## src/rtl/fc_layer.sv

```systemverilog
// fc_layer: fixed-point fully-connected layer, vec_out = W*vec_in + bias.
// A single MAC is time-multiplexed across all IN_SIZE*OUT_SIZE products.
// Optional feature: define FC_LAYER_RELU_EN to clamp negative results to zero.
module fc_layer #(
   parameter int unsigned IN_SIZE    = 4,
   parameter int unsigned OUT_SIZE   = 4,
   parameter int unsigned DATA_WIDTH = 16,
   parameter int unsigned FIXED_PNT  = 8
) (
   input  logic                         clk,
   input  logic                         rst_n,
   input  logic                         start,
   input  logic signed [DATA_WIDTH-1:0] vec_in  [IN_SIZE],
   input  logic signed [DATA_WIDTH-1:0] weights [OUT_SIZE][IN_SIZE],
   input  logic signed [DATA_WIDTH-1:0] bias    [OUT_SIZE],
   output logic                         busy,
   output logic                         data_valid,
   output logic signed [DATA_WIDTH-1:0] vec_out [OUT_SIZE]
);

   localparam int unsigned PROD_W = 2 * DATA_WIDTH;
   localparam int unsigned ACC_W  = 2 * DATA_WIDTH + $clog2(IN_SIZE) + 1;
   localparam int unsigned CW     = (IN_SIZE  > 1) ? $clog2(IN_SIZE)  : 1;
   localparam int unsigned RW     = (OUT_SIZE > 1) ? $clog2(OUT_SIZE) : 1;
   localparam logic [CW-1:0] C_LAST = CW'(IN_SIZE - 1);
   localparam logic [RW-1:0] R_LAST = RW'(OUT_SIZE - 1);

   typedef enum logic [1:0] {IDLE, COMPUTE, DONE} state_t;

   state_t                         state_q;
   logic [CW-1:0]                  c_q;
   logic [RW-1:0]                  r_q;
   logic signed [ACC_W-1:0]        acc_q;
   logic signed [DATA_WIDTH-1:0]   vec_q  [IN_SIZE];
   logic signed [DATA_WIDTH-1:0]   w_q    [OUT_SIZE][IN_SIZE];
   logic signed [DATA_WIDTH-1:0]   bias_q [OUT_SIZE];
   logic signed [DATA_WIDTH-1:0]   res_q  [OUT_SIZE];

   logic signed [PROD_W-1:0]       prod_c;
   logic signed [ACC_W-1:0]        sum_c;
   logic signed [ACC_W-1:0]        shift_c;
   logic signed [DATA_WIDTH-1:0]   res_c;
   logic [RW-1:0]                  r_next_c;
   logic                           in_range_c;

   // Bias is aligned to the product's 2*FIXED_PNT fraction bits.
   function automatic logic signed [ACC_W-1:0] ext_bias(input logic signed [DATA_WIDTH-1:0] b);
      return ACC_W'(b) <<< FIXED_PNT;
   endfunction

   // MAC datapath: product, accumulate, rescale, saturate (and optional ReLU).
   always_comb begin
      prod_c     = PROD_W'(vec_q[c_q]) * PROD_W'(w_q[r_q][c_q]);
      sum_c      = acc_q + ACC_W'(prod_c);
      shift_c    = sum_c >>> FIXED_PNT;
      in_range_c = (&shift_c[ACC_W-1:DATA_WIDTH-1]) || !(|shift_c[ACC_W-1:DATA_WIDTH-1]);
      if (in_range_c)
         res_c = shift_c[DATA_WIDTH-1:0];
      else if (shift_c[ACC_W-1])
         res_c = {1'b1, {(DATA_WIDTH-1){1'b0}}};
      else
         res_c = {1'b0, {(DATA_WIDTH-1){1'b1}}};
`ifdef FC_LAYER_RELU_EN
      if (res_c[DATA_WIDTH-1])
         res_c = '0;
`else
`endif
      r_next_c = r_q + RW'(1);
   end

   // Control FSM with registered outputs; operands are snapshotted at start.
   always_ff @(posedge clk or negedge rst_n) begin
      if (!rst_n) begin
         state_q    <= IDLE;
         c_q        <= '0;
         r_q        <= '0;
         acc_q      <= '0;
         busy       <= 1'b0;
         data_valid <= 1'b0;
         for (int i = 0; i < IN_SIZE; i++) vec_q[i] <= '0;
         for (int r = 0; r < OUT_SIZE; r++) begin
            for (int c = 0; c < IN_SIZE; c++) w_q[r][c] <= '0;
            bias_q[r]  <= '0;
            res_q[r]   <= '0;
            vec_out[r] <= '0;
         end
      end else begin
         data_valid <= 1'b0;
         case (state_q)
            IDLE: begin
               if (start) begin
                  vec_q   <= vec_in;
                  w_q     <= weights;
                  bias_q  <= bias;
                  c_q     <= '0;
                  r_q     <= '0;
                  acc_q   <= ext_bias(bias[0]);
                  busy    <= 1'b1;
                  state_q <= COMPUTE;
               end
            end
            COMPUTE: begin
               if (c_q == C_LAST) begin
                  res_q[r_q] <= res_c;
                  c_q        <= '0;
                  if (r_q == R_LAST) begin
                     for (int i = 0; i < OUT_SIZE; i++)
                        vec_out[i] <= (RW'(i) == r_q) ? res_c : res_q[i];
                     data_valid <= 1'b1;
                     state_q    <= DONE;
                  end else begin
                     r_q   <= r_next_c;
                     acc_q <= ext_bias(bias_q[r_next_c]);
                  end
               end else begin
                  c_q   <= c_q + CW'(1);
                  acc_q <= sum_c;
               end
            end
            DONE: begin
               busy    <= 1'b0;
               state_q <= IDLE;
            end
            default: begin
               busy    <= 1'b0;
               state_q <= IDLE;
            end
         endcase
      end
   end

endmodule

```

## config.mk

```make
export PLATFORM = sky130hd
export DESIGN_NAME = fc_layer
export DESIGN_NICKNAME = d
export VERILOG_FILES = /design/src/rtl/fc_layer.sv
export SDC_FILE = /design/constraint.sdc
export NUM_CORES = 2
export LEC_CHECK = 0
export ABC_AREA = 1
export CAP_MARGIN = 0
export CORE_MARGIN = 2
export CORE_UTILIZATION = 60
export CTS_CLUSTER_DIAMETER = 40
export CTS_CLUSTER_SIZE = 8
export DETAILED_ROUTE_END_ITERATION = 12
export GPL_ROUTABILITY_DRIVEN = 0
export PLACE_DENSITY = 0.94
export RECOVER_POWER = 50
export SYNTH_ARGS = -nofsm -noshare
export SYNTH_HDL_FRONTEND = slang
export SYNTH_SLANG_ARGS = --single-unit
```

## constraint.sdc

```tcl
create_clock -name clk -period 13.3 [get_ports clk]
set_clock_uncertainty 0.15 [all_clocks]
set_input_delay 1.33 -clock clk [delete_from_list [all_inputs] [get_ports clk]]
set_output_delay 1.33 -clock clk [all_outputs]
set_load 0.01 [all_outputs]
```

# Word-level counts from Yosys, hierarchy flattened

Cells that the tools add are included.

Equality and inequality tests: 11
Reduce and logical (&&, ||, !) cells: 16
$mul: 1
Bitwise operators: 4
Add/subtract/negate cells: 3
Mux-type cells: 40
$lt $le $gt $ge: 4

Operators by type and width:

| cell                                                           | number |
|---|---|
| 16-bit two-way mux                                             | 13 |
| 64-bit binary-select mux with 2-bit select                     | 1 |
| 64-bit two-way mux                                             | 2 |
| 35-bit two-way mux                                             | 3 |
| 16-bit binary-select mux with 2-bit select                     | 3 |
| 35-bit one-hot mux with 2 select lines                         | 1 |
| 64-bit bitwise mux                                             | 1 |
| 35-bit by 32-bit adder with 35-bit output                      | 1 |
| 16-bit demux with 2-bit select                                 | 1 |
| 16-bit by 16-bit multiplier with 32-bit output                 | 1 |
| 2-bit two-way mux                                              | 7 |
| 2-bit one-hot mux with 2 select lines                          | 3 |
| 12-bit AND reduction                                           | 1 |
| 12-bit OR reduction                                            | 1 |
| 3-bit greater-or-equal comparator (second input constant)      | 3 |
| 2-bit inverter with 3-bit output                               | 3 |
| 3-bit AND reduction                                            | 3 |
| 2-bit inequality test (second input constant)                  | 4 |
| 2-bit AND reduction                                            | 4 |
| 2-bit by 1-bit adder with 2-bit output (second input constant) | 2 |
| 2-bit == test (first input constant)                           | 2 |
| 2-bit == test (second input constant)                          | 2 |
| 2-bit logical NOT                                              | 2 |
| 1-bit two-way mux                                              | 4 |
| 11 further kinds                                               | 11 |

Bits in registers: 555
Output and inout bits: 66

# Logic depth before layout (Yosys ltp)

Depth in word-level cells: 14
Mapped depth: 45
Gate-level depth less buffers: 40

# Least setup slack after synthesis

OpenSTA, ideal clock, no wires.

Path type: reg-to-reg
Start: register r_q[0]
End: register res_q[21] in the netlist's numbering
Data required time: 13.020 ns
Data arrival time: 7.393 ns
Slack: 5.626 ns
Path buffers: 6
Stages on the path, launching flop included: 40
Clock period less this slack: 7.674 ns
Path through: dfrtp_1 > buf_6 > buf_2 > buf_2 > clkbuf_1 > nor2_1 > o221ai_1 > o211ai_1 > nand2_1 > buf_2 > nand2_1 > fa_1 > inv_1 > fa_1 > inv_1 > fa_1 > fa_1 > inv_1 > (+4 left out) > ha_1 > a21oi_2 > inv_1 > a21oi_1 > nand2_1 > a21oi_1 > nand2_1 > nand2_1 > nand2_1 > nor2_1 > nand2_1 > nor2_1 > nand3_2 > nand3_2 > buf_6 > nand2_4 > nand2_1 > o21ai_1

Longest elaborated chain between the ends: 14

RTL lines:

| element                                                    | RTL line | RTL |
|---|---|---|
| start: declaration                                         | 32       | `logic [RW-1:0] r_q;` |
| start signal: assignment                                   | 112      | `r_q <= r_next_c;` |
| 2-bit inverter with 3-bit output (not written as such) (*) | 53, 104  |  |
| 64-bit binary-select mux with 2-bit select                 | 53       | `prod_c = PROD_W'(vec_q[c_q]) * PROD_W'(w_q[r_q][c_q]);` |
| 64-bit two-way mux (not written as such) (2 in series)     | 53       |  |
| 16-bit binary-select mux with 2-bit select                 | 53       |  |
| 16-bit two-way mux (not written as such) (2 in series)     | 53       |  |
| 16-bit by 16-bit multiplier with 32-bit output             | 53       |  |
| 35-bit by 32-bit adder with 35-bit output                  | 54       | `sum_c = acc_q + ACC_W'(prod_c);` |
| 12-bit OR reduction                                        | 56       | `in_range_c = (&shift_c[ACC_W-1:DATA_WIDTH-1]) \|\| !(\|shift_c[ACC_W-1:DATA_WIDTH-1]);` |
| 1-bit logical NOT                                          | 56       |  |
| 1-bit logical OR                                           | 56       |  |
| 16-bit two-way mux                                         | 57       | `if (in_range_c)` |
| 64-bit bitwise mux (*)                                     | 104      | `res_q[r_q] <= res_c;` |
| end signal: indexed assignment                             | 104      |  |
| end: declaration                                           | 37       | `logic signed [DATA_WIDTH-1:0] res_q [OUT_SIZE];` |

Every way passes the cells marked *; elsewhere a longest branch is shown, timed or not. The select of a mux whose other input is x is not followed.
A chain may end at the register's enable or synchronous reset.

# Worst setup path after layout

Start: input port start
End: register acc_q[25]

Longest elaborated chain between the ends: 2

RTL lines:

| element                         | RTL line | RTL |
|---|---|---|
| start: declaration              | 12       | `input logic start,` |
| 2-bit inequality test (no line) | --       |  |
| 3-bit AND reduction (no line)   | --       |  |
| end signal: assignment          | 97       | `acc_q <= ext_bias(bias[0]);` |
| end signal: assignment          | 113      | `acc_q <= ext_bias(bias_q[r_next_c]);` |
| end signal: assignment          | 117      | `acc_q <= sum_c;` |
| end: declaration                | 33       | `logic signed [ACC_W-1:0] acc_q;` |

Every way passes these cells.

==> flow_metrics.tcl <==
set metrics [dict create \
    status "finished with violations" \
    violations "design-rule violations, max-capacitance violations, max-slew violations" \
    drcViolationCount 2 \
    final_layout_size_suffix_gt1_share_pct 4.41 \
    antenna_found_initial 17 \
    drtAntennaViolNets 0 \
    grt_usage_pct 41.7 \
    gr-total-overflow 0 \
    cts_htree_levels 3 \
    fin_crit_sh_pct 86.9 \
    final.setup.tns_ps 0 \
    die_area_um2 62900 \
    hpwl_mm 86.7 \
    crit_start "start" \
    clk_root_buffer_cell "clkbuf_16" \
    maxSlewHeadroom_pct -275 \
    cts_sinks 539 \
    synth_seq_cells 539 \
    cts_resized 0 \
    place.port_buffers 452 \
    drt_wl_total_mm 129 \
    crit_required_ps 13650 \
    yosysWarnings 0 \
    routedWlPerCell_um 22.3 \
    critPathArrivalTime_ps 11910 \
    postCtsSetupBuffers 0 \
    synth_nets 5423 \
    layout.nets 5768 \
    tightest_slew_ps 5600 \
    synth_most_common_cell "nand2_1" \
    initial_utilization_pct 60.6 \
    placed_area_um2 41400 \
    hold_viol 0 \
    syn_avg_cell_area_um2 7.91 \
    synth.cell_area_um2 36500 \
    ys_seq_area_share_pct 36.9 \
    synth-async-reset-ratio_pct 100 \
    crit_path_end_kind "register" \
    yosys.area.top_type "dfrtp_1" \
    setup_violations 0 \
    clock.fmax_ghz 0.0865 \
    synthCells 4617 \
    first_pass_iters 13 \
    area_delta_synth_final_pct 20.3 \
    grt_start_max_net_pins 231 \
    vias_per_cell 6.18 \
    grt_setup_unrepaired "false" \
    drv_cap 7 \
    slew_violations 635 \
    cts_tree "built" \
    synth_flop_cell "dfrtp_1" \
    synth_common_cells "nand2_1, inv_1, dfrtp_1" \
    layout_min_cycle_time_ps 11560 \
    cts-buffers-inserted 84 \
    synth_edf_count 0 \
    hold_class "register to register" \
    max-clock-path-buffers 3 \
    pin_count 453 \
    final_cell_area_um2 43900 \
    num_vias 35700 \
    die_w_um 251 \
    worstSetupPathType "primary input to register" \
    cp-start-kind "primary input" \
    synthDistinctLibCells 45 \
    coreArea_um2 60200 \
    path_clk_slew_ps 50 \
    worstHoldStart "bias_q[12]" \
    die_h_um 251 \
    grt_pass1_vias 36600 \
    synth_top_area_share_pct 36.9 \
    grt_pass1_wl_mm 201 \
    hold_slack_ps 322 \
    cp_max_fo 187 \
    clk_latency_ps 660 \
    cts_hold_buf 0 \
    crit-reg2reg-launch "r_q[0]" \
    num_rows 90 \
    drtIter0Drc 5534 \
    synth.top_cells.by_area "dfrtp_1, nand2_1, fa_1" \
]
==> critical path, cell delays in order <==
cell and delay, ps:
dlygate4sd3_1 530, nand2_1 1150, clkinvlp_2 5110, nor2_1 1300
inv_1 240, nand2_1 980, inv_2 500, o21ai_0 440
o21ai_0 160
==> sequential cells by signal, indices dropped and copies added (netlist names) <==
name and cells:
state_q 2, w_q 256, r_q 2, vec_out 64
acc_q 35, vec_q 64, bias_q 64, c_q 2
data_valid 1, res_q 48, busy 1
==> logic make-up (layout without fill, tap and decap cells) <==
group | after synthesis | in the layout | share of synthesized area (%)
xor+xnor | 23 | 23 | 0.551
compound gates | 501 | 501 | 8.03
buf+inv | 796 | 1171 | 8.38
flops | 539 | 539 | 36.9
fa+ha+maj | 419 | 419 | 20.7
simple gates | 2339 | 2339 | 25.4
other cells | 0 | 13 | 0
==> final timing paths <==
path	end	slack, ps	cells after the start
hold reg to reg	bias_q[12]	320	2
hold / removal	bias_q[12]	320	2
max in group asynchronous	r_q[0]	3580	2
setup / recovery	acc_q[25]	1740	9
min in group asynchronous	w_q[249]	2550	1
setup reg to reg	vec_out[24]	2420	34
==> area by class of cell <==
| cell class | instances | area [um2] |
|---|---|---|
| tap | 782 | 978 |
| antenna | 13 | 32.5 |
| multi-input combinational | 3282 | 20000 |
| sequential | 539 | 13500 |
| timing repair buffer | 486 | 4780 |
| fill | 3751 | 16300 |
| clock inverter | 15 | 290 |
| clock buffer | 101 | 2230 |
| inverter | 569 | 2140 |
==> metal layers <==
metal | GRT usage [%] | wire length (um) | vias up | share of wire, %
met5 | 2.24 | 231 | - | 0.18
met4 | 32.3 | 12000 | 10 | 9.3
met3 | 15.3 | 18600 | 979 | 14
met2 | 62.1 | 56500 | 3178 | 44
met1 | 49.1 | 41700 | 16800 | 32
li1 | - | - | 14800 | -
==> cell usage in the layout (no fill, tap or decap), types with 17 or more instances in the layout <==
cell type        count
dlygate4sd3_1       41
dfrtp_1            536
nand2_4             22
buf_4               28
inv_1              545
nand3_1            102
o22ai_1             22
nand2_1           1777
o21ai_1             47
fa_1               310
clkbuf_1            17
o221ai_1            48
a21oi_1            124
nor2_1             374
o21ai_0            199
clkdlybuf4s50_1    410
clkbuf_16           85
ha_1               109
==> stage by stage <==
| step | instances | util [%] | worst slack, ps |
|---|---|---|---|
| floorplan | 4617 | - | 5630 |
| global placement | 5658 | 68.8 | 3480 |
| detailed placement | 5658 | 68.8 | 3060 |
| CTS | 5774 | 72.9 | 2880 |
| global route | 5783 | 72.9 | 1070 |
| finish | 5787 | 72.9 | 1740 |
Power is left out: the tool's default activity adds up to more than one toggle a clock period on the data nets, which glitch-free logic cannot reach.
